--- src/rtl/hazard_scoreboard_unit.sv ---
// Pipeline hazard scoreboard: operand forwarding, load-use / mul-div stalls,
// branch flush sequencing and the multi-cycle mul/div writeback tracker.
module hazard_scoreboard_unit #(
   parameter int RADDR_W    = 5,
   parameter int MD_LAT     = 4,
   parameter int BR_PENALTY = 1
) (
   input  logic               clk,
   input  logic               rst,
   input  logic               issue_valid_ID,
   input  logic               rs1use_ID,
   input  logic               rs2use_ID,
   input  logic [RADDR_W-1:0] rs1_ID,
   input  logic [RADDR_W-1:0] rs2_ID,
   input  logic [RADDR_W-1:0] rd_ID,
   input  logic [2:0]         optype_ID,
   input  logic               br_taken_EXE,
   output logic               PC_EN_IF,
   output logic               reg_FD_EN,
   output logic               reg_FD_flush,
   output logic               reg_DE_flush,
   output logic [1:0]         forward_ctrl_A,
   output logic [1:0]         forward_ctrl_B,
   output logic               md_busy,
   output logic               md_wb
);

   localparam logic [2:0] OP_ALU  = 3'b001;
   localparam logic [2:0] OP_LOAD = 3'b010;
   localparam logic [2:0] OP_MD   = 3'b100;

   typedef enum logic {
      MD_IDLE,
      MD_BUSY
   } md_state_t;

   logic               exe_valid, mem_valid;
   logic [RADDR_W-1:0] exe_rd, mem_rd;
   logic [2:0]         exe_op, mem_op;

   md_state_t          md_state, md_state_nx;
   logic [3:0]         md_cnt, md_cnt_nx;
   logic [RADDR_W-1:0] md_rd, md_rd_nx;
   logic [1:0]         fl_cnt;

   logic stall, flush, issue;
   logic load_use, md_struct, md_raw, md_waw, md_active;
   logic a_exe_hit, a_mem_hit, b_exe_hit, b_mem_hit;

   // Only ALU and load results are ever forwardable; mul/div results are not.
   function automatic logic src_match(
      input logic               use_src,
      input logic [RADDR_W-1:0] rs,
      input logic               slot_valid,
      input logic [RADDR_W-1:0] slot_rd,
      input logic [2:0]         slot_op
   );
      return use_src && (rs != '0) && slot_valid && (slot_rd == rs) &&
             ((slot_op == OP_ALU) || (slot_op == OP_LOAD));
   endfunction

   // A load in EXE shadows any older MEM producer; the stall covers that case.
   function automatic logic [1:0] fwd_sel(
      input logic       exe_hit,
      input logic       mem_hit,
      input logic [2:0] e_op,
      input logic [2:0] m_op
   );
      logic [1:0] sel;
      sel = 2'b00;
      if (exe_hit) begin
         sel = (e_op == OP_ALU) ? 2'b01 : 2'b00;
      end else if (mem_hit) begin
         sel = (m_op == OP_ALU) ? 2'b10 : 2'b11;
      end
      return sel;
   endfunction

   always_comb begin
      a_exe_hit = src_match(rs1use_ID, rs1_ID, exe_valid, exe_rd, exe_op);
      a_mem_hit = src_match(rs1use_ID, rs1_ID, mem_valid, mem_rd, mem_op);
      b_exe_hit = src_match(rs2use_ID, rs2_ID, exe_valid, exe_rd, exe_op);
      b_mem_hit = src_match(rs2use_ID, rs2_ID, mem_valid, mem_rd, mem_op);
      forward_ctrl_A = fwd_sel(a_exe_hit, a_mem_hit, exe_op, mem_op);
      forward_ctrl_B = fwd_sel(b_exe_hit, b_mem_hit, exe_op, mem_op);
   end

   // Hazard detection; a zero md_rd never matches since x0 is never a real dependency.
   always_comb begin
      md_active = (md_state == MD_BUSY);
      load_use  = (exe_op == OP_LOAD) && (a_exe_hit || b_exe_hit);
      md_struct = md_active && (optype_ID == OP_MD);
      md_raw    = md_active && (md_rd != '0) &&
                  ((rs1use_ID && (rs1_ID == md_rd)) || (rs2use_ID && (rs2_ID == md_rd)));
      md_waw    = md_active && (rd_ID != '0) && (rd_ID == md_rd);
      stall     = issue_valid_ID && (load_use || md_struct || md_raw || md_waw);
      flush     = !rst && (br_taken_EXE || (fl_cnt != 2'd0));
      issue     = issue_valid_ID && !stall && !flush;
   end

   // Flush wins over stall: the stalled instruction is on the wrong path anyway.
   always_comb begin
      PC_EN_IF     = 1'b1;
      reg_FD_EN    = 1'b1;
      reg_FD_flush = 1'b0;
      reg_DE_flush = 1'b0;
      if (flush) begin
         reg_FD_flush = 1'b1;
         reg_DE_flush = 1'b1;
      end else if (stall) begin
         PC_EN_IF     = 1'b0;
         reg_FD_EN    = 1'b0;
         reg_DE_flush = 1'b1;
      end
   end

   always_ff @(posedge clk or posedge rst) begin
      if (rst) begin
         exe_valid <= 1'b0;
         exe_rd    <= '0;
         exe_op    <= 3'b000;
         mem_valid <= 1'b0;
         mem_rd    <= '0;
         mem_op    <= 3'b000;
      end else begin
         exe_valid <= issue;
         exe_rd    <= issue ? rd_ID : '0;
         exe_op    <= issue ? optype_ID : 3'b000;
         mem_valid <= exe_valid;
         mem_rd    <= exe_rd;
         mem_op    <= exe_op;
      end
   end

   always_ff @(posedge clk or posedge rst) begin
      if (rst) begin
         fl_cnt <= 2'd0;
      end else if (br_taken_EXE) begin
         fl_cnt <= 2'(BR_PENALTY);
      end else if (fl_cnt != 2'd0) begin
         fl_cnt <= fl_cnt - 2'd1;
      end
   end

   always_ff @(posedge clk or posedge rst) begin
      if (rst) begin
         md_state <= MD_IDLE;
         md_cnt   <= 4'd0;
         md_rd    <= '0;
      end else begin
         md_state <= md_state_nx;
         md_cnt   <= md_cnt_nx;
         md_rd    <= md_rd_nx;
      end
   end

   // The mul/div is older than any branch in EXE, so flushes never cancel it.
   always_comb begin
      md_state_nx = md_state;
      md_cnt_nx   = md_cnt;
      md_rd_nx    = md_rd;
      md_busy     = 1'b0;
      md_wb       = 1'b0;
      case (md_state)
         MD_IDLE: begin
            if (issue && (optype_ID == OP_MD)) begin
               md_state_nx = MD_BUSY;
               md_cnt_nx   = 4'(MD_LAT - 1);
               md_rd_nx    = rd_ID;
            end
         end
         MD_BUSY: begin
            md_busy = 1'b1;
            if (md_cnt == 4'd0) begin
               md_wb       = 1'b1;
               md_state_nx = MD_IDLE;
            end else begin
               md_cnt_nx = md_cnt - 4'd1;
            end
         end
         default: md_state_nx = MD_IDLE;
      endcase
   end

endmodule

--- config.mk ---
export PLATFORM = sky130hd
export DESIGN_NAME = hazard_scoreboard_unit
export DESIGN_NICKNAME = d
export VERILOG_FILES = /design/src/rtl/hazard_scoreboard_unit.sv
export SDC_FILE = /design/constraint.sdc
export NUM_CORES = 1
export LEC_CHECK = 0
export BUFFER_PORTS_ARGS = -buffer_cell sky130_fd_sc_hd__buf_4
export CAP_MARGIN = 25
export CELL_PAD_IN_SITES_DETAIL_PLACEMENT = 1
export CELL_PAD_IN_SITES_GLOBAL_PLACEMENT = 2
export CORE_MARGIN = 4
export CORE_UTILIZATION = 34
export DETAILED_ROUTE_END_ITERATION = 8
export PLACE_DENSITY_LB_ADDON = 0.1
export SLEW_MARGIN = 10
export SYNTH_ARGS = -nofsm -noshare
export SYNTH_HDL_FRONTEND = slang
export SYNTH_SLANG_ARGS = --single-unit
export TNS_END_PERCENT = 10
--- constraint.sdc ---
create_clock -name clk -period 2.4 [get_ports clk]
set_input_delay 0.24 -clock clk [delete_from_list [all_inputs] [get_ports clk]]
set_output_delay 0.24 -clock clk [all_outputs]
set_load 0.005 [all_outputs]
==> impl_metrics.tcl, run 1 <==
set metrics [dict create \
    synth_top_family_by_area "simple AND/OR/NAND/NOR gates" \
    synth_compound_area_share_pct 9.02 \
    pre_cts_slack_ns 0.137 \
    wl_um 4650 \
    drive_above_1_share_pct 27.1 \
    dp_hpwl_um 3760 \
    cts-root-buf "clkbuf_8" \
    p_seq_share_pct 44.7 \
    arrival_ns 2.01 \
    yosysUniqueCellTypes 41 \
    hold_viol 0 \
    synth_edf_count 0 \
    port_buffers 33 \
    multi_input_area_um2 1000 \
    worstMarginPinSlew_ns 0.681 \
    netSwitchingPower_uw 635 \
    min_period_ns 2.25 \
    finalPower_mw 1.77 \
    synthesis.nets 206 \
    hold_slack_ns 0.130 \
    ant_nets 0 \
    synthTopCellsByArea "dfrtp_1 (43%), xor2_1 (9.4%), xnor2_1 (8.9%)" \
    antenna_found_initial 0 \
    slew_headroom_pct 54.1 \
    floorplan.rows 25 \
    h-tree-depth 2 \
    drv_slew 0 \
    cts.sinks 30 \
    whs_endpoint "fl_cnt[1]$_DFFE_PP0N_" \
    die_h_um 80.0 \
    r2r_slack_ns 0.35 \
    synthMuxAreaShare_pct 3.20 \
    yosys-top-cells-count "dfrtp_1 (30), xor2_1 (19), xnor2_1 (18)" \
    final_cell_area_um2 2240 \
    clock_latency_ns 0.27 \
    start_kind "input port" \
    grt_max_degree 21 \
    syn_area_um2 1760 \
    ios 34 \
    fin_ws_ns 0.154 \
    rsz0062_at_grt "no" \
    vdd_drop_max_v 0.000372 \
    switching_share_pct 35.9 \
    initial_core_util_pct 36.1 \
    power_frac_comb_pct 34.1 \
    fill_cells 580 \
    grt_pass1_wl_um 7930 \
    synth_fa_ha_area_share_pct 1.42 \
    fin_nets 247 \
    skew_ns 0.00229 \
    fin_setup_tns_ns 0 \
    drv_cap 0 \
    critPathMaxFanout 4 \
    crit_type "in2out" \
    status "finished clean" \
    drtPass1Iterations 4 \
    clkTransAtPathRegs_ns 0.06 \
    num_vias 1466 \
    cts_made_buffers 5 \
    required_ns 2.16 \
    cts_buffer_depth 2 \
    synth_top_area_cell "dfrtp_1" \
    r2r_cells 7 \
    fmax_mhz 445 \
    finalCritPeriodShare_pct 93.6 \
    hp-class "in2reg" \
    avgSynthCellArea_um2 9.79 \
    hold_start "br_taken_EXE" \
    gp_congestion 0.870 \
    finalSetupViolations 0 \
    ys_ff_latch 30 \
    syn_inst 180 \
    worstReg2RegStart "fl_cnt[0]$_DFFE_PP0N_" \
    p_int_mw 1.13 \
    pwr_density_cell_nw_per_um2 788 \
    track_usage_pct 16.0 \
    p_clk_share_pct 21.2 \
    async_reset_ff_share_pct 100 \
    drt-initial-drc-count 33 \
    p_leak_nw 0.986 \
    r2r-end "md_rd[4]$_DFFE_PP0P_" \
    routed_via_density 5.09 \
    regArea_um2 751 \
    diodes 0 \
    syn2layout_area_growth_pct 27.3 \
    ys_warn_count 0 \
    crit_path_end_kind "output pin" \
    yosysSeqAreaShare_pct 42.6 \
    drc 0 \
    place_area_um2 2100 \
    grt_pass1_vias 1567 \
    wl_per_cell_um 16.1 \
    grt-ovfl-total 0 \
    dieWidth_um 80.0 \
    synth_top_area_share_pct 42.6 \
    core_um2 4880 \
    synth_xor_area_share_pct 18.4 \
    ys.flop_type "dfrtp_1" \
    synth-simple-area-share_pct 21.9 \
    cts_tree "yes" \
    synth.most_common_cell "dfrtp_1" \
    dieArea_um2 6400 \
    min_path_cells 2 \
]
-- metal layers --
layer | wire (um) | track usage, % | up-vias
met4 | 31 | 3.89 | 0
li1 | - | - | 705
met2 | 2440 | 27.4 | 22
met1 | 1970 | 20.1 | 735
met5 | 0 | 0 | -
met3 | 199 | 4.06 | 4
-- worst max-delay path: stages --
cell    delay (ns)
buf_4         0.13
or4_1         0.52
o21a_1        0.22
and4_4        0.21
or2_4         0.27
o31a_1        0.28
buf_4         0.13
-- placed cells by master (no fill, tap or decap), types with 2 or more instances in the layout --
master,n
o21ai_0,7
a31oi_1,2
xor2_1,19
or3b_2,2
nor2_1,9
nor3b_1,2
or4_1,4
o21a_1,4
dfrtp_1,30
or3_1,2
xnor2_1,18
ha_1,2
a21oi_1,2
mux2_2,5
nand2b_1,4
and2_1,2
clkinv_2,2
nand3_1,6
clkbuf_8,5
inv_1,8
nor3_1,11
buf_4,38
nor4_1,4
nand2_1,14
-- how the worst max path moves through the flow --
stage / from / to / cells after the start
after floorplan: rs2_ID[1] / reg_FD_EN / 7
after global placement: rs2_ID[1] / reg_DE_flush / 7
after detailed placement: rs2_ID[1] / reg_DE_flush / 7
after CTS: exe_op[0]$_DFF_PP0_ / PC_EN_IF / 6
after global routing: mem_op[1]$_DFF_PP0_ / forward_ctrl_B[0] / 6
final: rs2_ID[1] / reg_DE_flush / 7
-- flip-flops by register name (all words and copies together), names as in the netlist, 2 cells and up --
name,count
mem_rd,5
md_cnt,4
exe_rd,5
md_rd,5
fl_cnt,2
mem_op,3
exe_op,3
-- power by group through the flow --
stage	logic, mW	clock network [mW]	registers, mW
floorplan	0.435	0	0.737
global placement	0.565	0	0.788
detailed placement	0.597	0	0.799
CTS	0.608	0.389	0.788
global route	0.685	0.415	0.812
finish	0.603	0.375	0.790
-- logic make-up after synthesis --
family,Yosys count
xor+xnor,37
mux,5
flops,30
compound gates,24
simple gates,69
fa+ha+maj,2
buf+inv,13
-- area by class of cell --
class | instances | share of cell area (%)
Timing Repair Buffer | 39 | 13.2
Clock inverter | 2 | 0.446
Tap cell | 67 | 3.74
Clock buffer | 5 | 3.07
Multi-Input combinational cell | 137 | 44.8
Inverter | 8 | 1.34
Sequential cell | 30 | 33.5
-- timing repair --
item	CTS	global route
pin swaps	0	2
setup endpoints to repair	4	4
hold endpoints to repair	10	0
gates resized for setup	3	6
hold buffers	1	0
buffers inserted	0	0
-- per-stage QoR --
| step | cells | utilization, % |
|---|---|---|
| 6_report | 288 | 46.0 |
| 5_1_grt | 288 | 46.0 |
| 4_1_cts | 288 | 45.3 |
| 3_5_place_dp | 280 | 43.1 |
| 3_3_place_gp | 280 | 43.1 |
| 2_1_floorplan | 180 | - |
Power figures use the tool's default switching activity.
==> run 2: changes to the inputs <==
Settings changed: ABC_AREA from default to 1, CORE_UTILIZATION 34 to 30, PLACE_DENSITY from default to 0.77, PLACE_DENSITY_LB_ADDON 0.1 to default.
==> run 2 against run 1 <==
Combinational power is 4.5% lower. Sequential cell count is the same. Register-to-register slack improved by 0.16 ns. Worst setup slack better by 0.068 ns. Sequential power fell by 9.7%. Via count rose by 32%.
==> impl_metrics.tcl, run 2 <==
set metrics [dict create \
    synth_xor_area_share_pct 2.68 \
    critPathMaxFanout 6 \
    dp_hpwl_um 4860 \
    start_kind "flop" \
    worstReg2RegStart "fl_cnt[0]$_DFFE_PP0N_" \
    ios 34 \
    synth_edf_count 0 \
    reg_top3 "exe_rd (5), md_rd (5), mem_rd (5)" \
    synth.most_common_cell "nand2_1" \
    cts_tree "yes" \
    gp_congestion 0.831 \
    cts_buffer_depth 2 \
    grt-ovfl-total 0 \
    grt_pass1_wl_um 9850 \
    p_clk_share_pct 25.3 \
    p_leak_nw 1.32 \
    yosysSeqAreaShare_pct 38.2 \
    drc 0 \
    layout_common_cells "nand2_1 (102), inv_1 (44), nor2_1 (40)" \
    min_period_ns 2.18 \
    required_ns 2.16 \
    finalSetupViolations 0 \
    avgSynthCellArea_um2 6.68 \
    switching_share_pct 38.3 \
    final_common_cell "nand2_1" \
    fin_setup_tns_ns 0 \
    hold_slack_ns 0.166 \
    grt_use_met3_pct 3.50 \
    die_h_um 88.9 \
    ant_nets 0 \
    fill_cells 823 \
    syn2layout_area_growth_pct 22.2 \
    dieWidth_um 88.9 \
    r2r-end "md_cnt[1]$_DFFE_PP0P_" \
    grt_pass1_vias 2021 \
    cp-startpoint "md_rd[0]$_DFFE_PP0P_" \
    crit_type "reg2out" \
    worstMarginPinSlew_ns 0.493 \
    port_buffers 33 \
    hp-class "in2reg" \
    track_usage_pct 16.4 \
    yosysUniqueCellTypes 29 \
    core_um2 6350 \
    floorplan.rows 29 \
    synth_fa_ha_area_share_pct 1.27 \
    globalRouteMet1Util_pct 20.0 \
    finalCritPeriodShare_pct 90.7 \
    cts_made_buffers 5 \
    ys.flop_type "dfrtp_1" \
    arrival_ns 1.94 \
    grtUsageMet2_pct 29.3 \
    async_reset_ff_share_pct 100 \
    synthMuxAreaShare_pct 0 \
    cts.sinks 30 \
    synthesis.nets 320 \
    busiest_layer "met2" \
    synth_top_family_by_area "simple AND/OR/NAND/NOR gates" \
    routed_via_density 4.71 \
    p_int_mw 1.06 \
    power_frac_comb_pct 33.4 \
    vdd_drop_max_v 0.000322 \
    h-tree-depth 2 \
    ys_warn_count 0 \
    initial_core_util_pct 30.9 \
    syn_area_um2 1960 \
    clock_latency_ns 0.28 \
    crit_path_end_kind "output pin" \
    drt-initial-drc-count 46 \
    r2r_slack_ns 0.51 \
    drtPass1Iterations 4 \
    hold_viol 0 \
    crit_end "reg_DE_flush" \
    synth-simple-area-share_pct 38.0 \
    rsz0062_at_grt "no" \
    antenna_found_initial 0 \
    skew_ns 0.00848 \
    synth_top_area_cell "dfrtp_1" \
    clkTransAtPathRegs_ns 0.06 \
    drv_slew 0 \
    synth_top_area_share_pct 38.2 \
    pwr_density_cell_nw_per_um2 719 \
    wl_per_cell_um 14.2 \
    syn_inst 294 \
    dieArea_um2 7910 \
    slew_headroom_pct 66.8 \
    drv_cap 0 \
    wl_um 5870 \
    fmax_mhz 459 \
    diodes 0 \
    synthTopCellsByArea "dfrtp_1 (38%), nand2_1 (19%), inv_1 (8.4%)" \
    status "finished clean" \
    post-cts-setup-buffer-count 0 \
    yosys-top-cells-count "nand2_1 (102), inv_1 (44), nor2_1 (40)" \
    ys_ff_latch 30 \
    drive_above_1_share_pct 20.3 \
    synth_compound_area_share_pct 8.34 \
    fin_nets 360 \
    p_seq_share_pct 41.3 \
    num_vias 1940 \
    netSwitchingPower_uw 661 \
    grt_max_degree 25 \
    cts-root-buf "clkbuf_8" \
    r2r_cells 10 \
]
-- run 2: changes by cell type after synthesis, sizes merged, moves of 7 or more --
cell   change
nand2     +90
inv       +46
nor2      +32
xor2      -17
xnor2     -14
nand3     +12
nor3      -10
nand4      +7
-- run 2: how the worst min path moves through the flow --
| stage | cells past startpoint | slack [ns] | from | endpoint |
|---|---|---|---|---|
| 2_1_floorplan | 1 | 0.33 | rst | exe_op[0]$_DFF_PP0_ |
| 3_3_place_gp | 2 | 0.20 | rst | exe_op[1]$_DFF_PP0_ |
| 3_5_place_dp | 2 | 0.20 | rst | exe_op[1]$_DFF_PP0_ |
| 4_1_cts | 2 | 0.15 | br_taken_EXE | fl_cnt[1]$_DFFE_PP0N_ |
| 5_1_grt | 2 | 0.17 | br_taken_EXE | fl_cnt[1]$_DFFE_PP0N_ |
| 6_report | 2 | 0.17 | br_taken_EXE | fl_cnt[1]$_DFFE_PP0N_ |
-- run 2: kinds of logic (layout without fill, tap and decap cells) --
family                   count (synthesis)  count (layout)
AO/OA/AOI/OAI                           24              24
AND/OR/NAND/NOR                        176             176
adder cells (fa/ha/maj)                  2               2
buffers and inverters                   56              97
XOR/XNOR                                 6               6
flip-flops                              30              30
-- run 2: stage by stage --
step	cell area [um^2]	total power, mW	worst slack, ns	cells	utilization, %
after floorplan	1960	1.10	0.766	294	-
after global placement	2290	1.30	0.429	403	36.1
after detailed placement	2290	1.31	0.482	403	36.1
after CTS	2400	1.76	0.165	412	37.8
after global routing	2400	1.89	0.0114	412	37.8
final	2400	1.73	0.222	412	37.8
-- run 2: layout make-up --
| type | instances | area (um^2) | area share, % |
|---|---|---|---|
| clock buffers | 6 | 82.6 | 3.44 |
| well taps | 77 | 96.3 | 4.01 |
| clock inverters | 2 | 12.5 | 0.521 |
| repair buffers | 35 | 265 | 11.0 |
| multi-input cells | 208 | 988 | 41.2 |
| flip-flops and latches | 30 | 753 | 31.4 |
| inverters | 54 | 203 | 8.44 |
-- run 2: repair_timing --
action | in CTS | in global routing
hold buffers | 1 | 0
resized for setup | 0 | 4
hold endpoints to repair | 6 | 0
endpoints found under the setup margin | 0 | 3
-- run 2: power groups by stage --
stage | Combinational (mW) | Clock (mW) | Sequential [mW]
after floorplan | 0.408 | 0 | 0.688
after global placement | 0.578 | 0 | 0.720
after detailed placement | 0.586 | 0 | 0.719
after CTS | 0.588 | 0.461 | 0.713
after global routing | 0.673 | 0.483 | 0.734
final | 0.576 | 0.437 | 0.713
-- run 2: worst max-delay path, cell delays in order, from the launching register on --
cell,delay (ns)
dfrtp_2,0.44
inv_1,0.13
nand2_1,0.06
nand2_1,0.08
nor2_1,0.06
nand4_2,0.09
nand2_2,0.06
nor2_2,0.20
a21oi_1,0.11
or2_2,0.28
buf_4,0.14
-- run 2: routing by layer --
metal  vias up  share of wire [%]
met5         -                  0
met4         0                1.1
met3         6                3.5
met2        26                 50
met1       923                 45
li1        985                  -
